[src/rtl/wm_pkg.sv]
// Shared washing-machine types and defaults: supervisor state encoding and the
// timeout/threshold values also used by the main controller.
package wm_pkg;

    typedef enum logic [2:0] {
        IDLE  = 3'd0,
        FILL  = 3'd1,
        HOLD  = 3'd2,
        DRAIN = 3'd3,
        ERROR = 3'd4
    } wm_state_e;

    localparam int DEF_LEVEL_W       = 10;
    localparam int DEF_FILL_TIMEOUT  = 20;
    localparam int DEF_DRAIN_TIMEOUT = 20;
    localparam int DEF_MAX_RETRIES   = 2;
    localparam int DEF_LEAK_HYST     = 16;
    localparam int DEF_LEAK_CYCLES   = 4;

    // One spare bit above the largest terminal count so saturation never aliases.
    function automatic int cnt_width(input int a, input int b);
        return $clog2((a > b) ? a : b) + 1;
    endfunction

endpackage

[src/rtl/level_timeout_monitor_phase_timer.sv]
// Loadable, saturating cycle counter with clear, enable and terminal-count flag.
module phase_timer #(
    parameter int W = 6
) (
    input  logic         clk,
    input  logic         reset,
    input  logic         clr,
    input  logic         en,
    input  logic         load,
    input  logic [W-1:0] load_val,
    input  logic [W-1:0] term,
    output logic         tc
);

    logic [W-1:0] count_d;
    logic [W-1:0] count_q;

    always_comb begin
        count_d = count_q;
        if (clr) begin
            count_d = '0;
        end else if (load) begin
            count_d = load_val;
        end else if (en && (count_q != {W{1'b1}})) begin
            count_d = count_q + W'(1);
        end
    end

    always_ff @(posedge clk) begin
        if (!reset) begin
            count_q <= '0;
        end else begin
            count_q <= count_d;
        end
    end

    assign tc = (count_q == term);

endmodule

[src/rtl/level_timeout_monitor.sv]
// Fill/drain supervisor: drives valve and pump against the level sensor, retries
// timed-out phases, watches for leaks while holding water, latches sticky errors.
module level_timeout_monitor
    import wm_pkg::*;
#(
    parameter int LEVEL_W       = DEF_LEVEL_W,
    parameter int FILL_TIMEOUT  = DEF_FILL_TIMEOUT,
    parameter int DRAIN_TIMEOUT = DEF_DRAIN_TIMEOUT,
    parameter int MAX_RETRIES   = DEF_MAX_RETRIES,
    parameter int LEAK_HYST     = DEF_LEAK_HYST,
    parameter int LEAK_CYCLES   = DEF_LEAK_CYCLES
) (
    input  logic               clk,
    input  logic               reset,
    input  logic               fill_req,
    input  logic               drain_req,
    input  logic               abort,
    input  logic               err_clear,
    input  logic [LEVEL_W-1:0] level,
    input  logic [LEVEL_W-1:0] fill_target,
    input  logic [LEVEL_W-1:0] empty_level,
    output logic               valve_en,
    output logic               pump_en,
    output logic               fill_done,
    output logic               drain_done,
    output logic               water_flow_error,
    output logic               drainage_error,
    output logic [2:0]         retry_count,
    output logic               busy
);

    localparam int CNT_W  = cnt_width(FILL_TIMEOUT, DRAIN_TIMEOUT);
    localparam int LEAK_W = $clog2(LEAK_CYCLES + 1) + 1;

    localparam logic [CNT_W-1:0]   FILL_TERM  = CNT_W'(FILL_TIMEOUT - 1);
    localparam logic [CNT_W-1:0]   DRAIN_TERM = CNT_W'(DRAIN_TIMEOUT - 1);
    localparam logic [LEAK_W-1:0]  LEAK_TERM  = LEAK_W'(LEAK_CYCLES - 1);
    localparam logic [2:0]         MAX_RETRY  = 3'(MAX_RETRIES);
    localparam logic [LEVEL_W:0]   HYST_EXT   = (LEVEL_W + 1)'(LEAK_HYST);

    wm_state_e  state_d, state_q;
    logic [2:0] retry_d, retry_q;
    logic       wfe_d, wfe_q;
    logic       de_d, de_q;
    logic       fill_done_d, fill_done_q;
    logic       drain_done_d, drain_done_q;
    logic       valve_d, valve_q;
    logic       pump_d, pump_q;
    logic       busy_d, busy_q;

    logic               tmr_clr, tmr_en, tmr_tc;
    logic [CNT_W-1:0]   tmr_term;
    logic               leak_clr, leak_en, leak_tc;
    logic [LEVEL_W:0]   hyst_diff;
    logic [LEVEL_W-1:0] leak_thr;
    logic               below_leak, fill_ok, drain_ok, leak_hit;

    // Threshold logic is unsigned; a target below the hysteresis floors at 0,
    // which makes "level < 0" impossible and so disables leak detection.
    assign hyst_diff  = {1'b0, fill_target} - HYST_EXT;
    assign leak_thr   = hyst_diff[LEVEL_W] ? '0 : hyst_diff[LEVEL_W-1:0];
    assign below_leak = (level < leak_thr);
    assign fill_ok    = (level >= fill_target);
    assign drain_ok   = (level <= empty_level);
    assign leak_hit   = below_leak && leak_tc;

    assign tmr_term = (state_q == DRAIN) ? DRAIN_TERM : FILL_TERM;
    assign leak_en  = (state_q == HOLD) && below_leak;
    assign leak_clr = !leak_en;

    phase_timer #(.W(CNT_W)) u_phase_tmr (
        .clk      (clk),
        .reset    (reset),
        .clr      (tmr_clr),
        .en       (tmr_en),
        .load     (1'b0),
        .load_val ({CNT_W{1'b0}}),
        .term     (tmr_term),
        .tc       (tmr_tc)
    );

    phase_timer #(.W(LEAK_W)) u_leak_tmr (
        .clk      (clk),
        .reset    (reset),
        .clr      (leak_clr),
        .en       (leak_en),
        .load     (1'b0),
        .load_val ({LEAK_W{1'b0}}),
        .term     (LEAK_TERM),
        .tc       (leak_tc)
    );

    always_comb begin
        state_d      = state_q;
        retry_d      = retry_q;
        wfe_d        = wfe_q;
        de_d         = de_q;
        fill_done_d  = 1'b0;
        drain_done_d = 1'b0;
        tmr_clr      = 1'b1;
        tmr_en       = 1'b0;

        case (state_q)
            IDLE: begin
                if (!abort) begin
                    if (drain_req) begin
                        state_d = DRAIN;
                        retry_d = '0;
                    end else if (fill_req) begin
                        state_d = FILL;
                        retry_d = '0;
                    end
                end
            end
            FILL: begin
                if (abort) begin
                    state_d = IDLE;
                end else if (fill_ok) begin
                    state_d     = HOLD;
                    fill_done_d = 1'b1;
                end else if (tmr_tc) begin
                    if (retry_q < MAX_RETRY) begin
                        retry_d = retry_q + 3'd1;
                    end else begin
                        state_d = ERROR;
                        wfe_d   = 1'b1;
                    end
                end else begin
                    tmr_clr = 1'b0;
                    tmr_en  = 1'b1;
                end
            end
            HOLD: begin
                if (abort) begin
                    state_d = IDLE;
                end else if (drain_req) begin
                    state_d = DRAIN;
                    retry_d = '0;
                end else if (leak_hit) begin
                    state_d = ERROR;
                    wfe_d   = 1'b1;
                end
            end
            DRAIN: begin
                if (abort) begin
                    state_d = IDLE;
                end else if (drain_ok) begin
                    state_d      = IDLE;
                    drain_done_d = 1'b1;
                end else if (tmr_tc) begin
                    if (retry_q < MAX_RETRY) begin
                        retry_d = retry_q + 3'd1;
                    end else begin
                        state_d = ERROR;
                        de_d    = 1'b1;
                    end
                end else begin
                    tmr_clr = 1'b0;
                    tmr_en  = 1'b1;
                end
            end
            ERROR: begin
                if (err_clear) begin
                    state_d = IDLE;
                    wfe_d   = 1'b0;
                    de_d    = 1'b0;
                end
            end
            default: state_d = IDLE;
        endcase

        valve_d = (state_d == FILL);
        pump_d  = (state_d == DRAIN);
        busy_d  = (state_d != IDLE);
    end

    always_ff @(posedge clk) begin
        if (!reset) begin
            state_q      <= IDLE;
            retry_q      <= '0;
            wfe_q        <= 1'b0;
            de_q         <= 1'b0;
            fill_done_q  <= 1'b0;
            drain_done_q <= 1'b0;
            valve_q      <= 1'b0;
            pump_q       <= 1'b0;
            busy_q       <= 1'b0;
        end else begin
            state_q      <= state_d;
            retry_q      <= retry_d;
            wfe_q        <= wfe_d;
            de_q         <= de_d;
            fill_done_q  <= fill_done_d;
            drain_done_q <= drain_done_d;
            valve_q      <= valve_d;
            pump_q       <= pump_d;
            busy_q       <= busy_d;
        end
    end

    assign valve_en         = valve_q;
    assign pump_en          = pump_q;
    assign fill_done        = fill_done_q;
    assign drain_done       = drain_done_q;
    assign water_flow_error = wfe_q;
    assign drainage_error   = de_q;
    assign retry_count      = retry_q;
    assign busy             = busy_q;

endmodule

[config.mk]
export PLATFORM = sky130hd
export DESIGN_NAME = level_timeout_monitor
export DESIGN_NICKNAME = d
export VERILOG_FILES = /design/src/rtl/wm_pkg.sv /design/src/rtl/level_timeout_monitor_phase_timer.sv /design/src/rtl/level_timeout_monitor.sv
export SDC_FILE = /design/constraint.sdc
export NUM_CORES = 1
export LEC_CHECK = 0
export CORE_AREA = 4 4 67 69
export CTS_CLUSTER_SIZE = 12
export DETAILED_ROUTE_END_ITERATION = 8
export DIE_AREA = 0 0 71 73
export GPL_TIMING_DRIVEN = 0
export PLACE_DENSITY = 0.93
export REMOVE_ABC_BUFFERS = 1
export SLEW_MARGIN = 20
export SYNTH_ARGS = -nofsm -noshare
export SYNTH_HDL_FRONTEND = slang
export SYNTH_SLANG_ARGS = --single-unit
[constraint.sdc]
create_clock -name clk -period 9.1 [get_ports clk]
set_clock_uncertainty 0.2 [all_clocks]
set_input_delay 2.275 -clock clk [delete_from_list [all_inputs] [get_ports clk]]
set_output_delay 2.275 -clock clk [all_outputs]
set_load 0.02 [all_outputs]
==> results of run 1 <==
[kinds of logic (layout without fill, tap and decap cells)]
group                    after synthesis  count (layout)  share of synthesized area (%)
AO/OA/AOI/OAI                         58              58                          22.33
adder cells (fa/ha/maj)               33              33                          20.02
AND/OR/NAND/NOR                       98              98                          24.94
multiplexers                           3               3                          1.456
flip-flops                            23              23                          22.33
XOR/XNOR                               6               6                          2.549
buffers and inverters                 34              78                          6.372
[final cells by class]
| type | count | area, um^2 |
|---|---|---|
| Tap cell | 50 | 62.56 |
| Fill cell | 338 | 1316 |
| Sequential cell | 23 | 460.4 |
| Timing Repair Buffer | 45 | 450.4 |
| Clock buffer | 4 | 45.04 |
| Multi-Input combinational cell | 198 | 1470 |
| Inverter | 29 | 108.9 |
[final timing paths]
kind	endpoint	slack (ns)	depth (start not counted)
setup / recovery	busy	3.83	13
hold / removal	drainage_error	0.30	2
setup reg to reg	retry_count[2]	6.88	7
hold reg to reg	drainage_error	0.30	2
[power by group through the flow]
stage	clock [mW]	combinational (mW)	sequential, mW
2_1_floorplan	0	0.0447	0.109
3_3_place_gp	0	0.0757	0.108
3_5_place_dp	0	0.0788	0.108
4_1_cts	0.0655	0.0795	0.106
5_1_grt	0.0696	0.0880	0.106
6_report	0.0637	0.0790	0.106
[layout by cell type, fill, tap and decap left out, types with 2 or more instances in the layout]
| master | instances |
|---|---|
| a2111oi_2 | 2 |
| clkbuf_8 | 3 |
| o21ai_0 | 5 |
| xnor2_1 | 5 |
| a211oi_1 | 6 |
| a21o_1 | 4 |
| dfxtp_1 | 23 |
| nand2b_1 | 2 |
| mux2i_1 | 3 |
| or3_1 | 2 |
| a21oi_1 | 10 |
| and2_1 | 4 |
| o21a_1 | 2 |
| o21ai_2 | 2 |
| nand4_1 | 5 |
| nor4_1 | 2 |
| clkdlybuf4s50_1 | 45 |
| nand2_1 | 18 |
| or2_2 | 2 |
| o31ai_1 | 3 |
| nor3_1 | 6 |
| nor2b_1 | 3 |
| o22ai_1 | 2 |
| o211ai_1 | 4 |
| ha_1 | 33 |
| inv_1 | 27 |
| a31oi_1 | 4 |
| nand3_1 | 9 |
| nor2_1 | 33 |
| inv_2 | 2 |
[registers in the layout, summed over array words and instances, names as in the netlist]
signal               cells
retry_count              3
drain_done               1
pump_en                  1
drainage_error           1
water_flow_error         1
fill_done                1
u_phase_tmr.count_q      6
u_leak_tmr.count_q       4
state_q                  3
valve_en                 1
busy                     1
[through the flow]
step	setup slack (ns)	cells	utilization (%)	hold WS, ns
after floorplan	4.333	250	-	0.2842
after global placement	3.612	345	65.22	0.2571
after detailed placement	3.540	345	65.22	0.2878
after CTS	3.809	349	66.37	0.3065
after global routing	3.639	349	66.37	0.3551
final	3.832	349	66.37	0.2963
[routing by layer]
layer  vias to the layer above  share of wire, %  GRT usage (%)
li1                        998                 -              -
met1                       859                43          22.58
met2                        80                49          36.66
met3                         9               6.4          2.479
met4                         0               2.0          7.307
met5                         -                 0              0
[worst reg2reg max path: stages, from the launching register on]
cell,delay (ns)
dfxtp_1,0.40
ha_1,0.21
nand2_1,0.08
nor4_1,0.39
a31oi_1,0.18
a311oi_2,0.34
o21a_2,0.22
a22o_1,0.14
==> results_dict.tcl, run 1 <==
set metrics [dict create \
    status "finished, final reports clean" \
    route.detailed.drc 0 \
    dr_total_vias 1946 \
    tritoncts "done" \
    finalCritPeriodShare_pct 57.89 \
    hpwlAfterDp_mm 3.976 \
    p_clk_share_pct 25.7 \
    synth_commonest_cells "33 x ha_1, 33 x nor2_1, 27 x inv_1" \
    switching_share_pct 29.98 \
    powerDensity_nw_per_um2 95.55 \
    antenna_found_initial 0 \
    die_area_um2 5183 \
    cts_resized 0 \
    cts_buffers 3 \
    yosysTopAreaCell "dfxtp_1" \
    grt_max_degree 13 \
    drive_above_1_share_pct 8.027 \
    clkLatencyLatePin_ns 0.27 \
    intPower_mw 0.1738 \
    p_total_mw 0.2482 \
    start_kind "input pin" \
    avgSynthCellArea_um2 8.086 \
    hold_path.class "reg -> reg" \
    nets 369 \
    crit_family "simple AND/OR/NAND/NOR gates" \
    cts_setup_buffers 0 \
    startpoint "fill_target[4]" \
    initial_core_util_pct 52.69 \
    hp-start "drainage_error" \
    grt_overflow 0 \
    clockBufferDepth 2 \
    cts_sinks 23 \
    antennaDiodeCount 0 \
    design_area_um2 2597 \
    die_width_um 71 \
    synth_area_um2 2062 \
    cp_max_fo 7 \
    clockRootBuffer "clkbuf_8" \
    grt_setup_unrepaired "false" \
    ys_async_sr_fraction_pct 0 \
    fmax_mhz 189.8 \
    gr-usage-all-layers_pct 19.57 \
    ys_seq_area_share_pct 22.33 \
    area_growth_pct 25.97 \
    io_buffer_count 45 \
    gp_congestion 0.8781 \
    max_stage_delay_ns 0.43 \
    tightest_slew_ns 0.6246 \
    grt_pass1_wl_mm 8.300 \
    synth_edf_count 0 \
    crit_path_top_delay_cell "clkdlybuf4s50_1" \
    core_um2 3914 \
    drt-initial-drc-count 209 \
    die_h_um 73 \
    peakVddDrop_mv 0.06200 \
    finalWirelength_mm 4.661 \
    placed_cell_area_um2 2552 \
    cap_violations 0 \
    drt-pass1-iter-count 4 \
    worst_ep_arrival_time_ns 5.21 \
    grt_pass1_vias 1964 \
    wl_per_cell_um 13.36 \
    slew_headroom_pct 57.98 \
    synth_cell_type_count 57 \
    regToRegStartpoint "u_phase_tmr.count_q[0]" \
    clk_pin_slew_ns 0.08 \
    h-tree-depth 1 \
    hold_violations 0 \
    cp.buffers_inverters 2 \
    ys.flop_type "dfxtp_1" \
    netlist_instances 255 \
    synth_area_leaders "dfxtp_1 22%, ha_1 20%, nor2_1 6.0%" \
    p_leak_nw 1.126 \
    drtAntennaViolNets 0 \
    p_sw_mw 0.07441 \
    cp.required_ns 9.04 \
    hold_buffers 0 \
    crit_chain "clkdlybuf4s50_1 > inv_1 > ha_1 > or2b_1 > or2_2 > nand2_1 > ha_1 > o21ai_0 > nor3_1 > a2111oi_2 > nand3_1 > a211oi_2 > o211ai_1" \
    power_frac_seq_pct 42.5 \
    ys_ff_latch 23 \
    finalSetupTns_ns 0 \
    io_pins 46 \
    fin_crit_ns 5.268 \
    finalSetupViolCount 0 \
    slew_violations 0 \
    critPathCaptureType "flop" \
    pwr-share-comb_pct 31.8 \
    cpMostUsedCell "ha_1" \
    synth_top_area_share_pct 22.33 \
    std_cell_rows 23 \
    yosys_warnings 0 \
    crit_type "in -> reg" \
    vias_per_cell 5.576 \
]
Note: power is estimated with default switching activity, not from simulation.
==> run 2, diff against run 1 <==
Settings changed: CORE_AREA 4 4 67 69 to 4 4 69 71, DIE_AREA 0 0 71 73 to 0 0 73 75, PLACE_DENSITY 0.93 to 0.89.
Clock period 9.1 ns to 5 ns, I/O delays scaled along.
==> results_dict.tcl, run 2 (synthesis results as in run 1) <==
set metrics [dict create \
    clockRootBuffer "clkbuf_8" \
    dr_total_vias 1953 \
    hold_end "drainage_error" \
    hold_violations 0 \
    worstHoldPathCells 2 \
    worst_ep_arrival_time_ns 4.24 \
    cts_resized 0 \
    io_pins 46 \
    top_usage_layer "met2" \
    hpwlAfterDp_mm 3.951 \
    nets 369 \
    initial_core_util_pct 48.70 \
    critPathCaptureType "flop" \
    hp-start "drainage_error" \
    start_kind "input pin" \
    tritoncts "done" \
    grt_util_met2_pct 33.17 \
    die_width_um 73 \
    drt-pass1-iter-count 4 \
    powerDensity_nw_per_um2 173.6 \
    cts_sinks 23 \
    drt-initial-drc-count 188 \
    die_h_um 75 \
    gr-usage-all-layers_pct 18.28 \
    cpMostUsedCell "ha_1" \
    clockBufferDepth 2 \
    fmax_mhz 232.2 \
    wl_per_cell_um 13.40 \
    drtAntennaViolNets 0 \
    route.detailed.drc 0 \
    crit_path_top_delay_cell "clkdlybuf4s50_1" \
    max_stage_delay_ns 0.41 \
    largest_reg_flops 6 \
    io_buffer_count 45 \
    regToRegStartpoint "u_phase_tmr.count_q[0]" \
    design_area_um2 2600 \
    antennaDiodeCount 0 \
    grt_setup_unrepaired "false" \
    hold_path.class "reg -> reg" \
    final_core_util_pct 61.41 \
    grt_overflow 0 \
    vias_per_cell 5.564 \
    tightest_slew_ns 0.6352 \
    final_cell_mix "45 x clkdlybuf4s50_1, 33 x nor2_1, 33 x ha_1, 27 x inv_1, 23 x dfxtp_1" \
    fin_crit_ns 4.306 \
    grt_max_degree 13 \
    finalWirelength_mm 4.705 \
    rr_endpoint "busy" \
    cp.required_ns 4.94 \
    grt_util_met1_pct 21.83 \
    area_growth_pct 26.09 \
    core_um2 4234 \
    p_leak_nw 1.126 \
    clk_pin_slew_ns 0.08 \
    use_met3_pct 2.003 \
    die_area_um2 5475 \
    h-tree-depth 1 \
    grt_pass1_wl_mm 8.004 \
    slew_violations 0 \
    regMostFlops "u_phase_tmr.count_q" \
    slew_headroom_pct 57.26 \
    drive_above_1_share_pct 8.027 \
    antenna_found_initial 0 \
    status "finished, final reports clean" \
    final_common_cell "clkdlybuf4s50_1" \
    finalSetupViolCount 0 \
    top_regs "u_phase_tmr.count_q x6, u_leak_tmr.count_q x4" \
    clkLatencyLatePin_ns 0.26 \
    finalCritPeriodShare_pct 86.12 \
    placed_cell_area_um2 2555 \
    r2r.worst_path.cells 7 \
    finalSetupTns_ns 0 \
    crit_type "in -> reg" \
    cp_max_fo 7 \
    grt_pass1_vias 1914 \
    hold_buffers 0 \
    cap_violations 0 \
    cts_buffers 3 \
    cts_setup_buffers 0 \
    crit_chain "clkdlybuf4s50_1 > inv_1 > ha_1 > or2b_1 > or2_2 > nand2_1 > ha_1 > a211oi_1 > nor2_1 > o31ai_1 > nand3_1 > a211oi_2 > o211ai_1" \
    reg2reg_slack_ns 2.76 \
    std_cell_rows 24 \
    peakVddDrop_mv 0.1083 \
    gp_congestion 0.8562 \
]
run 2: through the flow:
stage	setup slack [ns]	cells	hold WS, ns	power, mW
after floorplan	1.258	250	0.2842	0.2800
after global placement	0.5261	347	0.2851	0.3337
after detailed placement	0.4508	347	0.2924	0.3385
after CTS	0.7238	351	0.3086	0.4548
after global routing	0.4225	351	0.3181	0.4788
final	0.6942	351	0.3048	0.4512
run 2: power breakdown:
group	switching (mW)	internal, mW
combinational	0.0712	0.0722
sequential	0.00516	0.187
clock	0.0588	0.0569
run 2: how the worst max path moves through the flow:
stage,start,to
floorplan,fill_target[4],busy
global placement,fill_target[4],busy
detailed placement,fill_target[4],busy
CTS,fill_target[4],busy
global route,fill_target[4],busy
finish,fill_target[4],busy
run 2: area by class of cell:
| cell class | count | area, um^2 |
|---|---|---|
| tap | 52 | 65.06 |
| clock buffer | 4 | 45.04 |
| multi-input combinational | 198 | 1470 |
| timing repair buffer | 45 | 450.4 |
| sequential | 23 | 460.4 |
| fill | 372 | 1634 |
| inverter | 29 | 108.9 |
run 2: metal layers:
| layer | part of all wire [%] | up-vias |
|---|---|---|
| met5 | 0 | - |
| met4 | 2.8 | 0 |
| met3 | 6.7 | 13 |
| met2 | 48 | 82 |
| met1 | 43 | 865 |
| li1 | - | 993 |
run 2: critical path: cells and delay by family:
kind,cells,cell delay [ns]
AND/OR/NAND/NOR,5,1.02
buffers and inverters,2,0.51
adder cells (fa/ha/maj),2,0.43
AO/OA/AOI/OAI,4,1.03
